==> config.mk <==
export PLATFORM = sky130hd
export DESIGN_NAME = iomem_uart
export DESIGN_NICKNAME = d
export VERILOG_FILES = /design/src/rtl/uart_pkg.sv /design/src/rtl/uart_rx_fifo.sv /design/src/rtl/iomem_uart.sv
export SDC_FILE = /design/constraint.sdc
export NUM_CORES = 1
export LEC_CHECK = 0
export ABC_AREA = 0
export CAP_MARGIN = 20
export CORE_UTILIZATION = 42
export CTS_BUF_LIST = sky130_fd_sc_hd__clkbuf_8
export DETAILED_ROUTE_END_ITERATION = 8
export PLACE_DENSITY_LB_ADDON = 0.2
export RECOVER_POWER = 25
export SLEW_MARGIN = 15
export SYNTH_ARGS = -nofsm -noshare
export SYNTH_HDL_FRONTEND = slang
export SYNTH_SLANG_ARGS = --single-unit
==> constraint.sdc <==
create_clock -name clk -period 4.6 [get_ports clk]
set_input_delay 0.92 -clock clk [delete_from_list [all_inputs] [get_ports clk]]
set_output_delay 0.92 -clock clk [all_outputs]
set_load 0.01 [all_outputs]
==> src/rtl/uart_pkg.sv <==
// Shared UART definitions: register word offsets, STATUS bit
// positions, TX/RX FSM encodings and the minimum bit period.
package uart_pkg;

  localparam logic [1:0] REG_DIV    = 2'd0;
  localparam logic [1:0] REG_DATA   = 2'd1;
  localparam logic [1:0] REG_STATUS = 2'd2;

  localparam int ST_TX_BUSY   = 0;
  localparam int ST_RX_AVAIL  = 1;
  localparam int ST_OVERRUN   = 2;
  localparam int ST_FRAME_ERR = 3;

  localparam logic [15:0] MIN_DIV = 16'd4;

  typedef enum logic [1:0] {
    TX_IDLE, TX_START, TX_DATA, TX_STOP
  } tx_state_e;

  typedef enum logic [1:0] {
    RX_IDLE, RX_START, RX_DATA, RX_STOP
  } rx_state_e;

  function automatic logic [15:0] eff_div(
    input logic [15:0] d
  );
    return (d < MIN_DIV) ? MIN_DIV : d;
  endfunction

endpackage

==> src/rtl/uart_rx_fifo.sv <==
// Synchronous byte FIFO for received UART data.
// Ports: clk, rst, push/din, pop/dout, full, empty.
module uart_rx_fifo #(
  parameter int AW = 2,
  parameter int W  = 8
) (
  input  logic         clk,
  input  logic         rst,
  input  logic         push,
  input  logic [W-1:0] din,
  input  logic         pop,
  output logic [W-1:0] dout,
  output logic         full,
  output logic         empty
);

  localparam logic [AW:0] DEPTH = {1'b1, {AW{1'b0}}};

  logic [W-1:0]  mem [1<<AW];
  logic [AW-1:0] wp;
  logic [AW-1:0] rp;
  logic [AW:0]   cnt;
  logic          do_push;
  logic          do_pop;

  assign empty   = (cnt == '0);
  assign full    = (cnt == DEPTH);
  assign do_pop  = pop && !empty;
  // a pop frees a slot in the same cycle
  assign do_push = push && (!full || do_pop);
  assign dout    = mem[rp];

  always_ff @(posedge clk)
    if (do_push) mem[wp] <= din;

  always_ff @(posedge clk)
    if (rst) begin
      wp  <= '0;
      rp  <= '0;
      cnt <= '0;
    end else begin
      if (do_push) wp <= wp + 1'b1;
      if (do_pop)  rp <= rp + 1'b1;
      cnt <= cnt + {{AW{1'b0}}, do_push}
                 - {{AW{1'b0}}, do_pop};
    end

endmodule

==> src/rtl/iomem_uart.sv <==
// iomem-bus UART slave: DIV/DATA/STATUS registers, 8N1 TX and RX.
// Ports: clk, rst, iomem_valid/ready/addr/rdata/wdata/wstrb,
// uart_tx, uart_rx. Define UART_RX_FIFO_EN for an RX FIFO of
// 2**RX_FIFO_AW bytes instead of a single holding register.
module iomem_uart
  import uart_pkg::*;
#(
  parameter logic [31:0] BASE        = 32'h0300_0000,
  parameter logic [15:0] DEFAULT_DIV = 16'd104,
  parameter int          RX_FIFO_AW  = 2
) (
  input  logic        clk,
  input  logic        rst,
  input  logic        iomem_valid,
  output logic        iomem_ready,
  input  logic [31:0] iomem_addr,
  output logic [31:0] iomem_rdata,
  input  logic [31:0] iomem_wdata,
  input  logic [3:0]  iomem_wstrb,
  output logic        uart_tx,
  input  logic        uart_rx
);

  logic        sel, ready_q, is_wr, wr, rd, stall;
  logic [1:0]  reg_idx;
  logic [15:0] div_q, eff;
  logic        ovr_q, ferr_q;
  logic [3:0]  status;

  tx_state_e   tx_q, tx_d;
  logic [15:0] tx_cnt;
  logic [2:0]  tx_bit;
  logic [7:0]  tx_sh;
  logic        tx_go, tx_tick, tx_busy;

  rx_state_e   rx_q, rx_d;
  logic        rx_s1, rx_s2, rx_s3;
  logic [15:0] rx_cnt;
  logic [2:0]  rx_bit;
  logic [7:0]  rx_sh;
  logic        rx_fall, rx_tick;
  logic        rx_push, rx_ferr;
  logic        rx_avail, rx_full, rx_pop;
  logic [7:0]  rx_head;

  logic        unused_ok;
  assign unused_ok = ^{iomem_addr[1:0],
                       iomem_wdata[31:16],
                       iomem_wstrb[3:2]};

  // bus decode; register actions happen in the ack cycle
  assign sel     = iomem_valid &&
                   (iomem_addr[31:4] == BASE[31:4]);
  assign reg_idx = iomem_addr[3:2];
  assign is_wr   = (iomem_wstrb != 4'b0);
  assign wr      = ready_q && sel && is_wr;
  assign rd      = ready_q && sel && !is_wr;
  // a TX byte is only taken once the previous frame is done
  assign stall   = is_wr && (reg_idx == REG_DATA) && tx_busy;

  always_ff @(posedge clk)
    if (rst) ready_q <= 1'b0;
    else     ready_q <= sel && !ready_q && !stall;

  assign iomem_ready = ready_q;

  always_ff @(posedge clk)
    if (rst) begin
      div_q <= DEFAULT_DIV;
    end else if (wr && reg_idx == REG_DIV) begin
      if (iomem_wstrb[0]) div_q[7:0]  <= iomem_wdata[7:0];
      if (iomem_wstrb[1]) div_q[15:8] <= iomem_wdata[15:8];
    end

  assign eff = eff_div(div_q);

  // ---------------- TX ----------------
  assign tx_go   = wr && (reg_idx == REG_DATA);
  assign tx_tick = (tx_cnt == 16'd0);

  always_ff @(posedge clk)
    if (rst) tx_q <= TX_IDLE;
    else     tx_q <= tx_d;

  always_comb begin
    tx_d = tx_q;
    unique case (tx_q)
      TX_IDLE:  if (tx_go) tx_d = TX_START;
      TX_START: if (tx_tick) tx_d = TX_DATA;
      TX_DATA:  if (tx_tick && tx_bit == 3'd7)
                  tx_d = TX_STOP;
      TX_STOP:  if (tx_tick) tx_d = TX_IDLE;
      default:  tx_d = TX_IDLE;
    endcase
  end

  always_comb begin
    tx_busy = (tx_q != TX_IDLE);
    uart_tx = 1'b1;
    unique case (tx_q)
      TX_START: uart_tx = 1'b0;
      TX_DATA:  uart_tx = tx_sh[0];
      default:  uart_tx = 1'b1;
    endcase
  end

  // period reloads at every bit start, so DIV edits land
  // on the next bit boundary
  always_ff @(posedge clk)
    if (rst) begin
      tx_cnt <= '0;
      tx_bit <= '0;
      tx_sh  <= '0;
    end else if (tx_q == TX_IDLE) begin
      tx_cnt <= eff - 16'd1;
      tx_bit <= '0;
      tx_sh  <= iomem_wdata[7:0];
    end else if (tx_tick) begin
      tx_cnt <= eff - 16'd1;
      if (tx_q == TX_DATA) begin
        tx_sh  <= tx_sh >> 1;
        tx_bit <= tx_bit + 3'd1;
      end
    end else begin
      tx_cnt <= tx_cnt - 16'd1;
    end

  // ---------------- RX ----------------
  always_ff @(posedge clk)
    if (rst) begin
      rx_s1 <= 1'b1;
      rx_s2 <= 1'b1;
      rx_s3 <= 1'b1;
    end else begin
      rx_s1 <= uart_rx;
      rx_s2 <= rx_s1;
      rx_s3 <= rx_s2;
    end

  assign rx_fall = rx_s3 && !rx_s2;
  assign rx_tick = (rx_cnt == 16'd0);

  always_ff @(posedge clk)
    if (rst) rx_q <= RX_IDLE;
    else     rx_q <= rx_d;

  always_comb begin
    rx_d = rx_q;
    unique case (rx_q)
      RX_IDLE:  if (rx_fall) rx_d = RX_START;
      RX_START: if (rx_tick)
                  rx_d = rx_s2 ? RX_IDLE : RX_DATA;
      RX_DATA:  if (rx_tick && rx_bit == 3'd7)
                  rx_d = RX_STOP;
      RX_STOP:  if (rx_tick) rx_d = RX_IDLE;
      default:  rx_d = RX_IDLE;
    endcase
  end

  always_comb begin
    rx_push = (rx_q == RX_STOP) && rx_tick && rx_s2;
    rx_ferr = (rx_q == RX_STOP) && rx_tick && !rx_s2;
  end

  // idle preloads a half period to land mid start bit
  always_ff @(posedge clk)
    if (rst) begin
      rx_cnt <= '0;
      rx_bit <= '0;
      rx_sh  <= '0;
    end else if (rx_q == RX_IDLE) begin
      rx_cnt <= (eff >> 1) - 16'd1;
      rx_bit <= '0;
    end else if (rx_tick) begin
      rx_cnt <= eff - 16'd1;
      if (rx_q == RX_DATA) begin
        rx_sh  <= {rx_s2, rx_sh[7:1]};
        rx_bit <= rx_bit + 3'd1;
      end
    end else begin
      rx_cnt <= rx_cnt - 16'd1;
    end

  assign rx_pop = rd && (reg_idx == REG_DATA) && rx_avail;

`ifdef UART_RX_FIFO_EN
  logic rx_empty;

  uart_rx_fifo #(
    .AW (RX_FIFO_AW),
    .W  (8)
  ) u_rx_fifo (
    .clk   (clk),
    .rst   (rst),
    .push  (rx_push),
    .din   (rx_sh),
    .pop   (rx_pop),
    .dout  (rx_head),
    .full  (rx_full),
    .empty (rx_empty)
  );

  assign rx_avail = !rx_empty;
`else
  logic       hold_v;
  logic [7:0] hold_q;
  logic       unused_cfg;

  assign unused_cfg = (RX_FIFO_AW > 0);

  always_ff @(posedge clk)
    if (rst) begin
      hold_v <= 1'b0;
      hold_q <= '0;
    end else if (rx_push && (!hold_v || rx_pop)) begin
      hold_v <= 1'b1;
      hold_q <= rx_sh;
    end else if (rx_pop) begin
      hold_v <= 1'b0;
    end

  assign rx_full  = hold_v;
  assign rx_avail = hold_v;
  assign rx_head  = hold_q;
`endif

  // new events win over a same-cycle clear
  always_ff @(posedge clk)
    if (rst) begin
      ovr_q  <= 1'b0;
      ferr_q <= 1'b0;
    end else begin
      if (wr && reg_idx == REG_STATUS && iomem_wstrb[0]) begin
        if (iomem_wdata[ST_OVERRUN])   ovr_q  <= 1'b0;
        if (iomem_wdata[ST_FRAME_ERR]) ferr_q <= 1'b0;
      end
      if (rx_push && rx_full && !rx_pop) ovr_q <= 1'b1;
      if (rx_ferr) ferr_q <= 1'b1;
    end

  always_comb begin
    status               = '0;
    status[ST_TX_BUSY]   = tx_busy;
    status[ST_RX_AVAIL]  = rx_avail;
    status[ST_OVERRUN]   = ovr_q;
    status[ST_FRAME_ERR] = ferr_q;
  end

  always_comb begin
    iomem_rdata = 32'h0;
    if (ready_q && sel) begin
      unique case (reg_idx)
        REG_DIV:    iomem_rdata = {16'h0, div_q};
        REG_DATA:   iomem_rdata = rx_avail ?
                      {24'h0, rx_head} : 32'hFFFF_FFFF;
        REG_STATUS: iomem_rdata = {28'h0, status};
        default:    iomem_rdata = 32'h0;
      endcase
    end
  end

endmodule

# --- Yosys cells after proc, flatten, opt, wreduce, memory -nomap -nowiden ---
# Cells that the tools add are included.
# W data, S select, Z words.
word_totals:
  ff_bits: 89
  in_bits: 72
  wordCells: 132
op_classes:
  n_addsub: 6
  magnitude_cmp: 1
  n_eq_ne: 19
  muxes: 31
  bitwise: 1
  n_reduce_logical: 56
ops:
  columns: ["operator", "n"]
  rows:
  - ["$pmux W32 S3", 1]
  - ["$mux W16", 5]
  - ["$mux W32", 2]
  - ["$sub A16 B1 Y16 const B", 3]
  - ["$logic_not A16 Y1", 2]
  - ["$eq A28 B22 Y1 const B", 1]
  - ["$mux W8", 3]
  - ["$logic_and A1 B1 Y1", 23]
  - ["$mux W2", 9]
  - ["$lt A16 B3 Y1 const B", 1]
  - ["$ne A2 B2 Y1 const B", 8]
  - ["$pmux W2 S4", 2]
  - ["$reduce_bool A2 Y1", 8]
  - ["$sub A15 B1 Y16 const B", 1]
  - ["$reduce_and A2 Y1", 7]
  - ["$eq A2 B2 Y1 const B", 5]
  - ["$mux W1", 8]
  - ["$reduce_and A4 Y1", 2]
  - ["$add A3 B1 Y3 const B", 2]
  - ["$eq A2 B1 Y1 const B", 3]
  - ["$eq A3 B3 Y1 const B", 2]
  - ["$logic_not A1 Y1", 6]
  - ["$logic_not A2 Y1", 3]
  - ["$reduce_bool A4 Y1", 1]
  - ["5 further kinds", 6]

# --- Longest topological paths before layout ---
# Gate-level depths: netlist (run 1).
logic_depth:
  word_depth: 10
  mapped_depth: 13

# --- Worst setup path after synthesis (run 1) ---
# Ideal clock, no wire load.
synth_path:
  path_type: "in2out"
  from: "input port iomem_addr[20]"
  to: "output port iomem_rdata[17]"
  arrival_time_ps: 3741
  setup_slack_ps: -61
  path_stages: 7
  path_cell_list: "nor4b_1 -> nand4_1 -> or2_2 -> clkbuf_1 -> clkbuf_1 -> nor4_1 -> buf_4"
synth_between:
  elab_chain_cells: 4
synth_lines:
  columns: ["element", "line", "text"]
  rows:
  - ["from (decl)", "iomem_uart.sv:16", "input logic [31:0] iomem_addr,"]
  - ["$eq A28 B22 Y1", "iomem_uart.sv:53", "(iomem_addr[31:4] == BASE[31:4]);"]
  - ["$logic_and A1 B1 Y1", "iomem_uart.sv:52", "assign sel = iomem_valid &&"]
  - ["$logic_and A1 B1 Y1", "iomem_uart.sv:251", "if (ready_q && sel) begin"]
  - ["$mux W32", "iomem_uart.sv:251", null]
  - ["to (decl)", "iomem_uart.sv:17", "output logic [31:0] iomem_rdata,"]
# No other way between the ends.

# --- Worst setup path in the final report (run 1) ---
layout_path:
  from: "input port iomem_addr[13]"
  to: "output port iomem_rdata[30]"
# The elaborated chain is that of the path after synthesis.

==> run summary, run 1 <==
Initial antenna violation count - 0
Sequential cell area fraction in the yosys report - 0.341
Post-layout nets - 783
Outcome - finished, violations left
DR vias - 4,683
IO Count - 106
Final WL - 13.6 mm
Critical path peak fanout - 16
Core Region - 12,100 um2
Share of the clock period used by the worst path - 0.943
Required @ worst endpoint - 3680 ps
Detail Route Antenna Nets - 0
Final Max Tran Viols - 82
Max-slew headroom - -0.957
Num CTS Buffers - 9
Register-to-Register Path Depth - 6
Placer Congestion - 0.918
Async SR Flop Fraction - 0
R2R setup slack - 640 ps
Clock latency on the worst-skew pair - 380 ps
Die Wd - 114 um
Worst min path class - reg -> reg
CP endpoint kind - primary output
DRT iter0 DRCs - 251
Max Fclk - 230 MHz
Worst EP arrival - 3420 ps
Hpwl dp - 10.4 mm
Clk pin slew, worst setup/hold paths - 80 ps
Synth warn - 0
Starting Density - 0.433
TritonRoute pass-1 iters - 5
Startpoint Class - input pin
Crit path from - iomem_addr[13]
GR Util All Layers - 0.224
Via/cell ratio - 5.39
Total negative setup slack - 0 ps
Endpoints failing setup - 0
Leak - 2.35 nW
Top_reg_cell synth - dfxtp_1
Tmin final - 4340 ps
Worst R2R Start - rx_cnt[11]
DRC - 0
EDFF count, synth - 0
First-pass GRT wire length - 22.6 mm
Yosys reg bits - 89
Synth Instances - 643
Clk_skew - 13.4 ps
CP Class - in -> out
Tot Pwr - 1.56 mW
Power Density - 246 nW/um2
Syn_area_per_cell - 8.13 um2
CTS tree - yes
Worst Tran Pin Value - 2940 ps
DIE AREA - 12,900 um2
Maxcap violations - 2
IO Port Bufs - 87
Die height - 114 um
Syn-to-layout area delta - 20.8%
RSZ-0062 raised after global routing - no
Post-synthesis cell area - 5230 um2
Root buf cell - clkbuf_8
Grt ovf - 0
CTS Buffer Depth - 2
CTS Sinks - 89
Core Rows - 40
Worst Setup EP - iomem_rdata[30]
Largest net degree at the start of global routing - 70
Vias in the first global route - 4,607
Yosys cell types - 56
Failing checks - capacitance limit, slew limit
Reg2reg end - rx_sh[6]
H-tree Lvls - 3
Peak supply drop - 0.193 mV
Hold path start - rx_s1
Post-synth net total - 730
Antenna cells - 0
Share of cells above drive strength 1 - 0.0656
Final Hold Fails - 0
Routed length per instance - 15.7 um
what timing repair did:
item                                    in CTS  in global routing
endpoints found under the setup margin       0                  6
gates resized for setup                      0                  1
setup buffers                                0                  0
hold buffers                                 0                  0
report_power, final:
part | switching (mW) | leakage (nW) | total [mW] | internal (mW)
registers | 0.0114 | 0.724 | 0.794 | 0.783
logic | 0.0774 | 1.52 | 0.154 | 0.0769
clock network | 0.286 | 0.109 | 0.607 | 0.321
flip-flops by register name (all words and copies together) (netlist names), named ones only:
signal,cells
rx_cnt,16
tx_bit,3
rx_q,1
div_q,16
iomem_ready,1
tx_q,2
tx_sh,8
rx_bit,3
tx_cnt,16
rx_s1,1
rx_s2,1
rx_sh,8
hold_q,8
hold_v,1
ovr_q,1
rx_s3,1
ferr_q,1
worst max-delay path: stages:
cell and delay (ps):
clkdlybuf4s50_1 400, nor4_1 370, nand4_1 190, or2_2 340, buf_4 200, nor4_2 190
buf_4 240, clkdlybuf4s50_1 560
worst min-delay path by stage:
| stage | endpoint | depth (start not counted) | slack, ps |
|---|---|---|---|
| after floorplan | rx_s2 | 1 | 390 |
| after global placement | rx_s2 | 1 | 390 |
| after detailed placement | rx_s2 | 1 | 400 |
| after CTS | rx_s2 | 1 | 420 |
| after global routing | rx_s2 | 1 | 460 |
| final | rx_s2 | 1 | 420 |
final cells by class:
type                            count  area, um2
Fill cell                        1138       5750
Multi-Input combinational cell    475       3070
Sequential cell                    89       1780
Timing Repair Buffer               99        947
Tap cell                          168        210
Clock buffer                       10        138
Clock inverter                      6       88.8
Inverter                           22       82.6
layer usage:
metal / up-vias / wire, um / GRT usage / share of wire
li1: 2334 / - / - / -
met1: 2207 / 6210 / 0.286 / 0.46
met2: 122 / 6450 / 0.368 / 0.47
met3: 20 / 670 / 0.0526 / 0.049
met4: 0 / 278 / 0.0816 / 0.020
met5: - / 0 / 0 / 0
per-stage QoR:
stage	utilization	hold slack, ps	instances	area [um2]	setup WS, ps
detailed placement	0.507	400	853	6110	163
global route	0.523	463	869	6310	86.3
floorplan	-	389	643	5230	544
finish	0.523	420	869	6310	261
global placement	0.507	392	853	6110	182
CTS	0.525	420	869	6340	146
kinds of logic after synthesis:
group,count (synthesis),synth area share
adder cells (fa/ha/maj),15,0.0359
buffers and inverters,79,0.0721
XOR/XNOR,50,0.0838
flip-flops,89,0.341
AND/OR/NAND/NOR,258,0.246
multiplexers,45,0.0876
AO/OA/AOI/OAI,107,0.134
Yosys cell counts (4+ instances only):
master     n  share of area
nor2_1    94          0.068
dfxtp_1   89           0.34
nand2_1   52          0.037
mux2i_1   39          0.075
a21oi_1   32          0.031
clkbuf_1  31          0.022
xnor2_1   25          0.042
xor2_1    25          0.042
inv_1     22          0.016
nor3_1    21          0.020
a211oi_1  20          0.029
nor4_1    20          0.024
o21ai_0   19          0.018
buf_4     15          0.022
ha_1      15          0.036
nand2b_1   9          0.011
nor4b_1    8          0.013
buf_2      7         0.0067
o21a_1     7          0.010
mux2_2     6          0.013
nand3_1    6         0.0057
or3_1      6         0.0072
or4_1      6         0.0086
a311oi_1   5         0.0084
nand4_1    5         0.0060
nor2b_1    5         0.0060
or2_2      5         0.0060
o22ai_1    4         0.0048
cells in the final DEF, fill, tap and decap left out, drive strengths merged, types with 13 or more instances in the layout:
cell type / instances
nor2: 97
a211oi: 20
nor4: 21
dfxtp: 89
xnor2: 25
clkdlybuf4s50: 84
mux2i: 39
o21ai: 19
nor3: 23
nand2: 52
clkbuf: 13
inv: 23
ha: 15
xor2: 25
a21oi: 32
Power figures use the tool's default switching activity.
==> inputs of run 2 (changes only) <==
--- a/config.mk
+++ b/config.mk
@@ -7,6 +7,7 @@
 export LEC_CHECK = 0
 export ABC_AREA = 0
 export CAP_MARGIN = 20
+export CORE_ASPECT_RATIO = 1.5
 export CORE_UTILIZATION = 42
 export CTS_BUF_LIST = sky130_fd_sc_hd__clkbuf_8
 export DETAILED_ROUTE_END_ITERATION = 8
==> run 2 against run 1 <==
Compared with the run above:
- the flow still finishes with violations (capacitance limit, slew limit)
- first-iteration DRC count decreased by 0.80%
- largest cell class unchanged
- via count increased by 1.4%
- largest power group unchanged
- total power decreased by 5.7%
- count of clock-buffer cells in the layout decreased by 1
==> run summary, run 2 (synthesized netlist as in run 1, its figures left out) <==
Layout Cells excl Fill - 858 (-1.3%)
Max Fclk - 231 MHz (about the same)
Antenna cells - 0 (unchanged)
Max-slew headroom - -0.409 (+0.549)
Power Density - 234 nW/um2 (-5.2%)
Largest regs - div_q x16, rx_cnt x16, tx_cnt x16
Vias in the first global route - 4,784 (+3.8%)
DIE AREA - 12,900 um2 (about the same)
CTS Buffer Depth - 2 (unchanged)
Via/cell ratio - 5.53 (+2.7%)
Clk_skew - 13.9 ps (+0.475 ps)
RSZ-0062 raised after global routing - no
Worst path top cell family by delay - buffers and inverters
Share of cells above drive strength 1 - 0.0681 (+0.00246)
Critical path peak fanout - 16 (unchanged)
Final WL - 14.2 mm (+4.2%)
Peak supply drop - 0.158 mV (-18%)
TritonRoute pass-1 iters - 4 (-1)
CTS tree - yes
Initial antenna violation count - 0 (unchanged)
Most frequent cells in the layout - 94 x nor2_1, 89 x dfxtp_1, 84 x clkdlybuf4s50_1
Worst Tran Pin Value - 2110 ps (-823 ps)
Share of the clock period used by the worst path - 0.943 (about the same)
Clk pin slew, worst setup/hold paths - 90 ps (about the same)
DR vias - 4,749 (+1.4%)
Clock latency on the worst-skew pair - 370 ps (about the same)
Final Hold Fails - 0 (unchanged)
Final Max Tran Viols - 62 (-24%)
R2R setup slack - 570 ps (-70 ps)
Worst EP arrival - 3420 ps (about the same)
Largest net degree at the start of global routing - 50 (-29%)
Die height - 139 um (+22%)
Total negative setup slack - 0 ps (unchanged)
Maxcap violations - 2 (unchanged)
FF+latch area - 1780 um2 (unchanged)
Max stage delay on crit path - 570 ps (about the same)
Starting Density - 0.433 (-0.000583)
Area occupied by multi-input gates - 3060 um2 (-0.16%)
Num CTS Buffers - 9 (unchanged)
DRC - 0 (unchanged)
Placed instance count - 842 (-1.3%)
Startpoint Class - input pin
Fillers - 1,152 (+1.2%)
Grt ovf - 0 (unchanged)
Placer Congestion - 0.910 (-0.91%)
Place WS - 250 ps (+87.8 ps)
Setup bufs post-CTS - 0 (unchanged)
Tot Pwr - 1.47 mW (-5.7%)
Core Region - 12,100 um2 (+0.13%)
CTS Sinks - 89 (unchanged)
Core Rows - 49 (+23%)
Syn-to-layout area delta - 20.1%
Post-layout nets - 787 (+0.51%)
Detail Route Antenna Nets - 0 (unchanged)
IO Count - 106 (unchanged)
DRT iter0 DRCs - 249 (-0.80%)
WHS - 430 ps (+9.93 ps)
Outcome - finished, violations left
Routed length per instance - 16.5 um (+5.5%)
Die Wd - 93.1 um (-18%)
Hold-fix buffers, CTS - 0 (unchanged)
Max stage delay cell, worst path - clkdlybuf4s50_1
Leak - 2.34 nW (-0.53%)
Buf/Inv on CP - 4 (unchanged)
IO Port Bufs - 87 (unchanged)
CP endpoint kind - primary output
Root buf cell - clkbuf_8
Hpwl dp - 11.1 mm (+6.5%)
Failing checks - capacitance limit, slew limit
GR Util All Layers - 0.230 (+0.00629)
Critical Path, Cell by Cell - clkdlybuf4s50_1, nor4_1, nand4_1, or2_2, buf_4, nor4_2, buf_4, clkdlybuf4s50_1
Most common cell after layout, fill and taps aside - nor2_1
Tmin final - 4340 ps (-1.33 ps)
Endpoints failing setup - 0 (unchanged)
First-pass GRT wire length - 23.5 mm (+4.2%)
H-tree Lvls - 3 (unchanged)
CP Class - in -> out
Post-CTS sizing - 0 (unchanged)
Final worst slack - 263 ps (+1.33 ps)
Required @ worst endpoint - 3680 ps (about the same)
Worst min path class - reg -> reg
-- run 2: changes by cell type in the layout (fill, tap and decap cells not counted), moves of 2 or more --
cell	delta
buf_4	+3
inv_8	+3
clkinvlp_4	+2
bufinv_16	-2
-- run 2: path summary, 6_finish.rpt --
kind                     end           start  cells past startpoint
max          iomem_rdata[24]  iomem_addr[13]                      8
min                    rx_s2           rx_s1                      1
max reg2reg       rx_cnt[10]        div_q[4]                     11
min reg2reg            rx_s2           rx_s1                      1
-- run 2: per-layer routing --
layer  vias to the layer above  GRT usage  routed length, um
li1                       2339          -                  -
met5                         -          0                  0
met4                         0     0.0883                374
met3                        28     0.0373                635
met2                       132      0.427               7570
met1                      2250      0.257               5600
-- run 2: stage by stage --
stage / utilization / area (um2)
4_1_cts: 0.522 / 6310
5_1_grt: 0.520 / 6280
3_3_place_gp: 0.507 / 6120
6_report: 0.520 / 6280
2_1_floorplan: - / 5230
3_5_place_dp: 0.507 / 6120
-- run 2: area by class of cell --
cell class,count,share of cell area
well taps,153,0.0305
clock buffers,9,0.0197
repair buffers,103,0.155
flip-flops and latches,89,0.284
clock inverters,7,0.0102
inverters,22,0.0132
multi-input cells,475,0.488
-- run 2: where the power goes --
group          switching, mW  internal [mW]  total (mW)
sequential            0.0117          0.783       0.795
combinational         0.0755         0.0765       0.152
clock                  0.313          0.207       0.520
total                  0.400           1.07        1.47
